--- src/rtl/pattern_match_ctrl.sv ---
// Run controller for the serial bit-pattern detector: programmable pattern and
// match goal, overlapping detection on a qualified bit stream, stops at goal.
module pattern_match_ctrl #(
    parameter int               PAT_W   = 4,
    parameter int               CNT_W   = 8,
    parameter logic [PAT_W-1:0] RST_PAT = 4'b1001
) (
    input  logic             clk,
    input  logic             rst,
    input  logic             cfg_valid,
    output logic             cfg_ready,
    input  logic [PAT_W-1:0] cfg_pattern,
    input  logic [CNT_W-1:0] cfg_target,
    input  logic             start,
    input  logic             abort,
    input  logic             din,
    input  logic             din_valid,
    output logic             match,
    output logic [CNT_W-1:0] match_count,
    output logic             busy,
    output logic             done
);

    localparam int               FILL_W    = $clog2(PAT_W + 1);
    localparam logic [FILL_W-1:0] FILL_FULL = FILL_W'(PAT_W);
    localparam logic [FILL_W-1:0] FILL_ONE  = FILL_W'(1);
    localparam logic [CNT_W-1:0]  CNT_ONE   = CNT_W'(1);
    localparam logic [CNT_W-1:0]  CNT_ZERO  = {CNT_W{1'b0}};
    localparam logic [PAT_W-1:0]  HIST_ZERO = {PAT_W{1'b0}};
    localparam logic [FILL_W-1:0] FILL_ZERO = {FILL_W{1'b0}};

    typedef enum logic [1:0] {
        ST_IDLE  = 2'd0,
        ST_ARMED = 2'd1,
        ST_DONE  = 2'd2
    } state_t;

    state_t             state_r, state_s;
    logic [PAT_W-1:0]   pattern_r, pattern_s;
    logic [CNT_W-1:0]   target_r, target_s;
    logic [PAT_W-1:0]   hist_r, hist_s;
    logic [FILL_W-1:0]  fill_r, fill_s;
    logic [CNT_W-1:0]   count_r, count_s;
    logic               match_r, match_s;

    logic [PAT_W-1:0]   hist_shift_s;
    logic [FILL_W-1:0]  fill_inc_s;
    logic [CNT_W-1:0]   count_inc_s;
    logic               hit_s;

    // A hit compares the post-shift history and fill, so it sees the bit arriving now.
    assign hist_shift_s = {hist_r[PAT_W-2:0], din};
    assign fill_inc_s   = (fill_r == FILL_FULL) ? fill_r : (fill_r + FILL_ONE);
    assign count_inc_s  = count_r + CNT_ONE;
    assign hit_s        = (hist_shift_s == pattern_r) && (fill_inc_s == FILL_FULL);

    assign cfg_ready   = (state_r == ST_IDLE);
    assign busy        = (state_r == ST_ARMED);
    assign done        = (state_r == ST_DONE);
    assign match       = match_r;
    assign match_count = count_r;

    // Next-state logic: abort overrides everything except rst, config beats start in IDLE.
    always_comb begin
        state_s   = state_r;
        pattern_s = pattern_r;
        target_s  = target_r;
        hist_s    = hist_r;
        fill_s    = fill_r;
        count_s   = count_r;
        match_s   = 1'b0;
        if (abort && (state_r != ST_IDLE)) begin
            state_s = ST_IDLE;
            hist_s  = HIST_ZERO;
            fill_s  = FILL_ZERO;
        end else begin
            case (state_r)
                ST_IDLE: begin
                    if (cfg_valid) begin
                        pattern_s = cfg_pattern;
                        target_s  = cfg_target;
                    end else if (start) begin
                        count_s = CNT_ZERO;
                        hist_s  = HIST_ZERO;
                        fill_s  = FILL_ZERO;
                        state_s = (target_r == CNT_ZERO) ? ST_DONE : ST_ARMED;
                    end else begin
                        state_s = ST_IDLE;
                    end
                end
                ST_ARMED: begin
                    if (din_valid) begin
                        hist_s = hist_shift_s;
                        fill_s = fill_inc_s;
                        if (hit_s) begin
                            match_s = 1'b1;
                            count_s = count_inc_s;
                            state_s = (count_inc_s == target_r) ? ST_DONE : ST_ARMED;
                        end else begin
                            state_s = ST_ARMED;
                        end
                    end else begin
                        state_s = ST_ARMED;
                    end
                end
                ST_DONE: begin
                    if (start) begin
                        count_s = CNT_ZERO;
                        hist_s  = HIST_ZERO;
                        fill_s  = FILL_ZERO;
                        state_s = (target_r == CNT_ZERO) ? ST_DONE : ST_ARMED;
                    end else begin
                        state_s = ST_DONE;
                    end
                end
                default: begin
                    state_s = ST_IDLE;
                    hist_s  = HIST_ZERO;
                    fill_s  = FILL_ZERO;
                end
            endcase
        end
    end

    // State and datapath registers with synchronous reset.
    always_ff @(posedge clk) begin
        if (rst) begin
            state_r   <= ST_IDLE;
            pattern_r <= RST_PAT;
            target_r  <= CNT_ONE;
            hist_r    <= HIST_ZERO;
            fill_r    <= FILL_ZERO;
            count_r   <= CNT_ZERO;
            match_r   <= 1'b0;
        end else begin
            state_r   <= state_s;
            pattern_r <= pattern_s;
            target_r  <= target_s;
            hist_r    <= hist_s;
            fill_r    <= fill_s;
            count_r   <= count_s;
            match_r   <= match_s;
        end
    end

endmodule

--- config.mk ---
export PLATFORM = sky130hd
export DESIGN_NAME = pattern_match_ctrl
export DESIGN_NICKNAME = d
export VERILOG_FILES = /design/src/rtl/pattern_match_ctrl.sv
export SDC_FILE = /design/constraint.sdc
export NUM_CORES = 1
export LEC_CHECK = 0
export CORE_ASPECT_RATIO = 0.6
export CORE_UTILIZATION = 52
export CTS_CLUSTER_DIAMETER = 150
export DETAILED_ROUTE_END_ITERATION = 12
export GPL_TIMING_DRIVEN = 1
export PLACE_DENSITY = 0.8
export SYNTH_ARGS = -nofsm -noshare
export SYNTH_HDL_FRONTEND = slang
export SYNTH_SLANG_ARGS = --single-unit
export TNS_END_PERCENT = 20
--- constraint.sdc ---
create_clock -name clk -period 2.96 [get_ports clk]
set_input_delay 0.592 -clock clk [delete_from_list [all_inputs] [get_ports clk]]
set_output_delay 0.592 -clock clk [all_outputs]
set_load 0.1 [all_outputs]
After elaboration in Yosys (flattened, before gate mapping)
Cells that the tools add are included.
- input bits: 19
- register bits after elaboration: 30
- logic and storage cells: 55
- output and inout bits: 12
- bitwise operators: 3
- multiplexer cells: 23
- reductions and logical operators: 11
- equal/unequal tests: 9
- add/sub/neg operators: 2
- operators with widths (kind ; count):
    two-way mux 8 bit ; 4
    case mux 8 bit (3 select lines) ; 1
    two-way mux 2 bit ; 7
    two-way mux 3 bit ; 4
    two-way mux 4 bit ; 3
    case mux 4 bit (3 select lines) ; 1
    case mux 3 bit (3 select lines) ; 1
    adder 8 x 1 -> 8 bit (second input constant) ; 1
    equality test 8 bit ; 1
    logical NOT 8 bit ; 1
    equality test 3 bit (second input constant) ; 2
    case mux 2 bit (3 select lines) ; 1
    AND reduction 5 bit ; 1
    equality test 4 bit ; 1
    inequality test 2 bit (second input constant) ; 2
    OR reduction 4 bit ; 1
    adder 3 x 1 -> 3 bit (second input constant) ; 1
    NOT 1 bit ; 3
    AND reduction 3 bit ; 1
    nonzero test 3 bit ; 1
    equality test 2 x 1 -> 1 bit (second input constant) ; 1
    equality test 2 bit (second input constant) ; 1
    logical AND 1 bit ; 2
    logical NOT 2 bit ; 1
    other kinds (5) ; 5

Depth between registers and ports, before layout
- word-level depth: 7
- gate-level depth with buffers: 7
- depth with buffers taken out: 7

Least setup slack after synthesis
OpenSTA, ideal clock, no wires.
- kind: flip-flop to flip-flop
- from: register state_r[0]
- to: register count_r[3], in the netlist match_count[3]
- required time: 2.831 ns
- cell stages (with the launch flop): 6
- clock period less this slack: 2.534 ns
- buffers on the path: 1
- library setup time: 0.129 ns
- slack: 0.426 ns
- arrival: 2.405 ns
- cells stage by stage: dfxtp_1 -> buf_2 -> nor2_1 -> a32oi_1 -> nor2_1 -> o21ai_0
- elaborated cells on any way between the ends: 12
- classes of those cells: 5 x eq/ne; 1 x mux; 1 x bitwise; 5 x reduce/logical
- RTL lines (element ; RTL line ; RTL):
    start: declaration ; 38 ; state_t state_r, state_s;
    start signal: assignment ; 136 ; state_r <= state_s;
    equality test 2 bit * ; n/a ;
    named net done ; 21 ; output logic done
    nonzero test 3 bit (no source line) ; n/a ;
    AND reduction 5 bit (no source line) ; n/a ;
    end signal: assignment ; 141 ; count_r <= count_s;
    end: declaration ; 43 ; logic [CNT_W-1:0] count_r, count_s;
The timed path passes the listed nets; every way through them passes the cells marked *.
A chain may end at the register's enable or synchronous reset.

Worst setup path after layout
- from: register fill_r[0]
- to: register count_r[2], in the netlist match_count[2]
- word-level cells in the longest chain between the ends: 6
- elaborated cells on any way between the ends: 7
- classes of those cells: 1 x add/sub; 3 x eq/ne; 1 x mux; 2 x reduce/logical
- RTL lines (element ; RTL line ; RTL):
    start: declaration ; 42 ; logic [FILL_W-1:0] fill_r, fill_s;
    start signal: assignment ; 140 ; fill_r <= fill_s;
    adder 3 x 1 -> 3 bit / equality test 3 bit (equally long branches) ; 53 ; assign fill_inc_s = (fill_r == FILL_FULL) ? fill_r : (fill_r + FILL_ONE);
    two-way mux 3 bit * ; 53 ;
    equality test 3 bit * ; 55 ; assign hit_s = (hist_shift_s == pattern_r) && (fill_inc_s == FILL_FULL);
    logical AND 1 bit * ; 55 ;
    inequality test 2 x 1 -> 1 bit (no source line) * ; n/a ;
    AND reduction 5 bit (no source line) * ; n/a ;
Mark *: on every way between the ends. The rest lies on a longest branch, timed or not.

==> flow_metrics.py <==
metrics = {
    "status": {
        "run_status": "finished, final reports clean",
    },
    "synthesis": {
        "postSynthAreaPerCell_um2": 7.85,
        "synthesis.yosys.warnings": 0,
        "synth_seq_cells": 29,
        "synth_nets": 234,
        "async_reset_ff_share_pct": 0,
        "syn-instance-count": 212,
        "netlist_area_um2": 1660,
        "synth-edff-count": 0,
        "ys_dominant_reg_cell": "sky130_fd_sc_hd__dfxtp_1",
        "yosysSeqAreaShare_pct": 34.9,
        "post_synth_num_cell_types": 49,
    },
    "detailed_routing": {
        "route.detailed.vias_per_inst": 5.89,
        "totalWireLength_mm": 4.25,
        "total_vias_in_the_final_route": 1673,
        "detail_route.iter0.violations": 148,
        "route.antenna.remaining_nets": 0,
        "drt_pass1_iterations": 4,
        "post_drt_wl_per_cell_um": 15.0,
        "remaining_drc_errors": 0,
    },
    "power": {
        "cellLeakagePower_nw": 0.826,
        "p_per_area_nw_per_um2": 442,
        "power.ir.vdd_worst_uv": 286,
    },
    "place": {
        "detailedPlacementHpwl_mm": 3.23,
        "gp_congestion": 0.835,
        "dpl_cell_area_um2": 1960,
        "number_of_port_buffers": 30,
    },
    "finish": {
        "post-route-util_pct": 69.3,
        "leading_cell_type_in_the_layout_fill_and_taps_excluded": "sky130_fd_sc_hd__nand2_1",
        "num-nets-final": 263,
        "n_fill_cell": 264,
        "antenna_cells": 0,
        "area_growth_syn_to_layout_pct": 22.6,
        "fraction_of_final_layout_cells_with_drive_strength_greater_than_1_pct": 9.92,
        "ff_latch_area_um2": 581,
        "multi_input_area_um2": 1010,
        "most-common-layout-cells": "sky130_fd_sc_hd__nand2_1 (30), sky130_fd_sc_hd__dfxtp_1 (29), sky130_fd_sc_hd__a21oi_1 (19), sky130_fd_sc_hd__clkdlybuf4s50_1 (18), sky130_fd_sc_hd__nor2_1 (14)",
        "final_cell_area_um2": 2040,
    },
    "worst_setup_path": {
        "worst_r2r_startpoint": "fill_r[0]$_SDFFE_PP0P_",
        "critical_path_class": "flop to flop",
        "worst_r2r_path_depth": 7,
        "cp_data_arrival_time_ns": 2.60,
        "worstPathRequired_ns": 3.15,
        "end_kind": "flop",
        "start_kind": "flop",
        "critical_path.reg2reg.endpoint": "match_count[2]$_SDFFE_PP0P_",
        "reg2reg_slack_ns": 0.55,
        "critPathMaxFanout": 8,
    },
    "die": {
        "die_width_um": 75.0,
        "die-height_um": 45.8,
        "fp.dieArea_um2": 3440,
        "std_cell_rows": 15,
        "floorplan.initialDensity_pct": 56.5,
        "ios": 31,
        "core_region_area_um2": 2950,
    },
    "timing": {
        "setup-tns-final_ns": 0,
        "worst_slew_margin_rel_pct": 59.3,
        "setup_viol": 0,
        "crit_path_time_final_ns": 2.41,
        "timing.final.hold_violations": 0,
        "setup_repair_after_global_routing_missed_its_margin": "false",
        "fin_crit_sh_pct": 81.5,
        "worst_clock_skew_ns": 0.00235,
        "whs_ns": 0.472,
        "maxSlewViolCount": 0,
        "transition_at_the_pin_with_the_smallest_max_transition_slack_ns": 0.611,
        "clock.fmax_ghz": 0.414,
    },
    "global_route": {
        "globalRoute.totalOverflow": 0,
        "gr-usage-met1_pct": 37.9,
        "grt_usage_pct": 27.5,
        "pin_count_of_the_biggest_net_entering_global_routing": 20,
        "global_route.peak_usage_layer": "met2",
        "global_route.usage.met2_pct": 39.3,
        "grt.met3_usage_pct": 7.30,
        "antenna_found_initial": 0,
        "first_global_vias": 1480,
        "global_route_wire_length_before_repair_mm": 6.82,
    },
    "min_path": {
        "worstHoldStart": "pattern_r[2]$_SDFFE_PP0P_",
        "min_path_cells": 2,
        "hold_crit_endpoint": "pattern_r[2]$_SDFFE_PP0P_",
        "hp-class": "flop to flop",
    },
    "clock_tree": {
        "total_clock_buffers_created_by_cts": 5,
        "post-cts-setup-buffer-count": 0,
        "holdBufCountCts": 0,
        "cts_root_buffer": "sky130_fd_sc_hd__clkbuf_8",
        "maximum_count_of_clock_buffers_along_a_single_path": 2,
        "tritoncts_num_sinks": 29,
        "cts_tree": "done",
        "cts.htree.levels": 2,
        "cts_repair_resize_count": 0,
        "cts.clk_slew.worst_paths_ns": 0.06,
        "clock_insertion_delay_worst_skew_ns": 0.28,
    },
    "job": {
        "maxCapViolations": 0,
    },
}
==> layout make-up <==
class / instances / share of cell area, %
Clock buffer: 6 / 3.56
Clock inverter: 2 / 0.490
Sequential cell: 29 / 28.4
Multi-Input combinational cell: 165 / 49.7
Inverter: 9 / 1.66
Tap cell: 42 / 2.58
Timing Repair Buffer: 31 / 13.6
==> power breakdown <==
part / switching, W / internal [W]
clock network: 0.000149 / 0.000162
registers: 0.0000171 / 0.000406
logic: 0.000101 / 0.0000648
total: 0.000268 / 0.000633
==> synthesized netlist by cell type (all sizes together) (4+ instances only) <==
cell type  number  share of area (%)
a22oi           4                1.8
clkbuf          6                1.4
or4             4                1.8
nand3b          4                1.8
o21bai          4                1.8
inv             9                2.0
nor2           14                3.2
o21ai          10                3.0
nor3            5                1.5
nor4            5                2.3
nand4           5                2.3
a21oi          19                5.7
nand2b          6                2.3
xor2            6                3.2
nor2b           4                1.5
dfxtp          29                 35
xnor2           7                3.7
nand2          30                6.8
==> worst max path at each step <==
stage	from	end	slack, ns	depth (start not counted)
floorplan	state_r[0]$_SDFFE_PP0P_	match_count[3]$_SDFFE_PP0P_	0.43	5
global placement	din	match_count[2]$_SDFFE_PP0P_	0.53	6
detailed placement	din	match_count[2]$_SDFFE_PP0P_	0.48	6
CTS	fill_r[0]$_SDFFE_PP0P_	match_count[2]$_SDFFE_PP0P_	0.56	7
global route	fill_r[0]$_SDFFE_PP0P_	match_count[2]$_SDFFE_PP0P_	0.38	7
finish	fill_r[0]$_SDFFE_PP0P_	match_count[2]$_SDFFE_PP0P_	0.55	7
==> sequential cells by signal, indices dropped and copies added (netlist names) <==
register and flops:
hist_r 3, pattern_r 4, target_r 8, match_count 8, state_r 2, fill_r 3
match 1
==> critical path, cell delays in order (launching register included) <==
cell	delay [ns]
sky130_fd_sc_hd__dfxtp_1	0.41
sky130_fd_sc_hd__inv_1	0.07
sky130_fd_sc_hd__ha_1	0.24
sky130_fd_sc_hd__or3b_1	0.40
sky130_fd_sc_hd__a311oi_2	0.32
sky130_fd_sc_hd__nand4_2	0.24
sky130_fd_sc_hd__or4b_1	0.55
sky130_fd_sc_hd__o311ai_1	0.09
==> metrics by stage <==
step | power (W) | setup slack, ns | instances
global route | 0.000939 | 0.383 | 284
floorplan | 0.000538 | 0.426 | 212
global placement | 0.000589 | 0.534 | 276
finish | 0.000901 | 0.546 | 284
CTS | 0.000902 | 0.557 | 284
detailed placement | 0.000595 | 0.485 | 276
==> metal layers <==
layer | routed length (um) | share of wire (%)
met1 | 1970 | 46
met2 | 1830 | 43
met3 | 305 | 7.2
met4 | 144 | 3.4
met5 | 0 | 0
==> cell families (layout without fill, tap and decap cells) <==
kind of cell | Yosys count | after routing | synth area share, %
DFF | 29 | 29 | 34.9
muxes | 2 | 2 | 1.20
adders and majority gates | 3 | 3 | 2.26
buffers and inverters | 18 | 48 | 4.21
AOI/OAI and AO/OA | 53 | 53 | 20.4
and+or+nand+nor | 94 | 94 | 30.2
xor gates and xnor gates | 13 | 13 | 6.84
(Power assumes the default switching activity.)
==> variant (same flow settings) <==
Set the parameter `PAT_W` to 16 (it was 4).
--- a/src/rtl/pattern_match_ctrl.sv
+++ b/src/rtl/pattern_match_ctrl.sv
@@ -3,3 +3,3 @@
 module pattern_match_ctrl #(
-    parameter int               PAT_W   = 4,
+    parameter int               PAT_W   = 16,
     parameter int               CNT_W   = 8,
Ports: changed (resized cfg_pattern); port bits go from 31 to 43. No check against the original RTL was run, so the function may have changed too.
==> variant against the unedited design <==
Cell area increased by 53%. Via count increased by 36%. Highest routed layer unchanged. Area after synthesis rose by 55%. Combinational power increased by 45%. Synthesized cell count rose by 42%. Fmax shrank 7.0%. Wire length increased by 47%. Sequential cell count rose by 26. Total power rose by 65%. Setup slack got worse by 0.18 ns. Critical path depth grew 1. Largest power group unchanged.
==> variant: results (changes against the unedited design) <==
| Metric | Value |
|---|---|
| Reg area | 1100 µm² (was 581 µm²) |
| Clkbuf count | 8 (was 6) |
| Synth cell types | 41 (was 49) |
| Clock Skew | 0.00788 ns (was 0.00235 ns) |
| Proportion of layout cells with a drive suffix above 1 | 7.60% (was 9.92%) |
| WHS | 0.475 ns (was 0.472 ns) |
| Slew @ Worst Pin | 1.07 ns (was 0.611 ns) |
| Layout clock area frac | 3.20% (was 4.05%) |
| Non-Clock Inverter Count | 5 (was 9) |
| Placed Area | 3030 µm² (was 1960 µm²) |
| Gr usage total | 25.3% (was 27.5%) |
| DR vias/cell | 5.60 (was 5.89) |
| Buffers on Ports | 42 (was 30) |
| #MultiIn Comb | 228 (was 165) |
| Routed len/inst | 15.4 µm (was 15.0 µm) |
| Post-CTS Setup Bufs | 0 (unchanged) |
| RD Place Congestion | 0.854 (was 0.835) |
| Fin nets | 375 (was 263) |
| CP Max Fanout | 6 (was 8) |
| Non-filler cells, final | 405 (was 284) |
| R2R Setup Slk | 0.37 ns (was 0.55 ns) |
| Vias in the first global route | 1956 (was 1480) |
| Maximum buffer depth of the clock tree | 2 (unchanged) |
| Arrival @ worst endpoint | 2.84 ns (was 2.60 ns) |
| Initial drt markers | 190 (was 148) |
| Min cycle time layout | 2.59 ns (was 2.41 ns) |
| Status | finished clean (unchanged) |
| Register area share after synthesis | 42.8% (was 34.9%) |
| Placed insts | 397 (was 276) |
| M1 wire length | 3.22 mm (was 1.97 mm) |
| Non-clk buf share | 13.4% (was 13.6%) |
| CTS clock-pin slew for the worst setup and hold paths | 0.10 ns (was 0.06 ns) |
| Post-Synth XOR/XNOR Area | 11.8% (was 6.84%) |
| Post-synthesis mux area share | 2.14% (was 1.20%) |
| Worst-Skew Late Latency | 0.31 ns (was 0.28 ns) |
| First-pass DRT Iterations | 5 (was 4) |
| Layout fillers | 410 (was 264) |
| Pre-CTS setup slack | 0.283 ns (was 0.485 ns) |
| HPWL after detailed placement | 4.45 mm (was 3.23 mm) |
| Critical Path Max Stage Delay | 0.53 ns (was 0.55 ns) |
| Grt met3 use | 5.96% (was 7.30%) |
| Synthesized flop and latch total | 55 (was 29) |
| Post-synthesis adder-cell area fraction | 1.46% (was 2.26%) |
| Met3 wire len | 515 µm (was 305 µm) |
| M2 GR Usage | 32.9% (was 39.3%) |
| Syn nets | 334 (was 234) |
| Synth Area in Compound Gates | 16.7% (was 20.4%) |
| Lkg Pwr | 1.27 nW (was 0.826 nW) |
| Number of non-clock buffers in the layout | 46 (was 31) |
| First-pass GRT wire length | 10.1 mm (was 6.82 mm) |
| Largest net degree at the start of global routing | 33 (was 20) |
## variant: cell types whose count changed in the layout (fill, tap and decap cells not counted), sizes merged, moves of 12 or more
cell,delta
nand2,+29
dfxtp,+26
a22o,+17
a21oi,+14
xor2,+13
clkdlybuf4s50,+12
## variant: worst paths after layout
path / from / to / cells past startpoint
setup / recovery: fill_r[0] / match_count[2] / 8
hold / removal: pattern_r[1] / pattern_r[1] / 2
setup reg to reg: fill_r[0] / match_count[2] / 8
hold reg to reg: pattern_r[1] / pattern_r[1] / 2
## variant: where the power goes
group / switching (mW) / internal, mW / total [mW]
Sequential: 0.0256 / 0.767 / 0.793
Clock: 0.237 / 0.214 / 0.451
Combinational: 0.143 / 0.0985 / 0.241
Total: 0.405 / 1.08 / 1.49
## variant: cells by family after synthesis
group	count (synthesis)
simple gates	120
compound gates	67
flops	55
xor+xnor	33
mux	5
fa+ha+maj	3
buf+inv	17
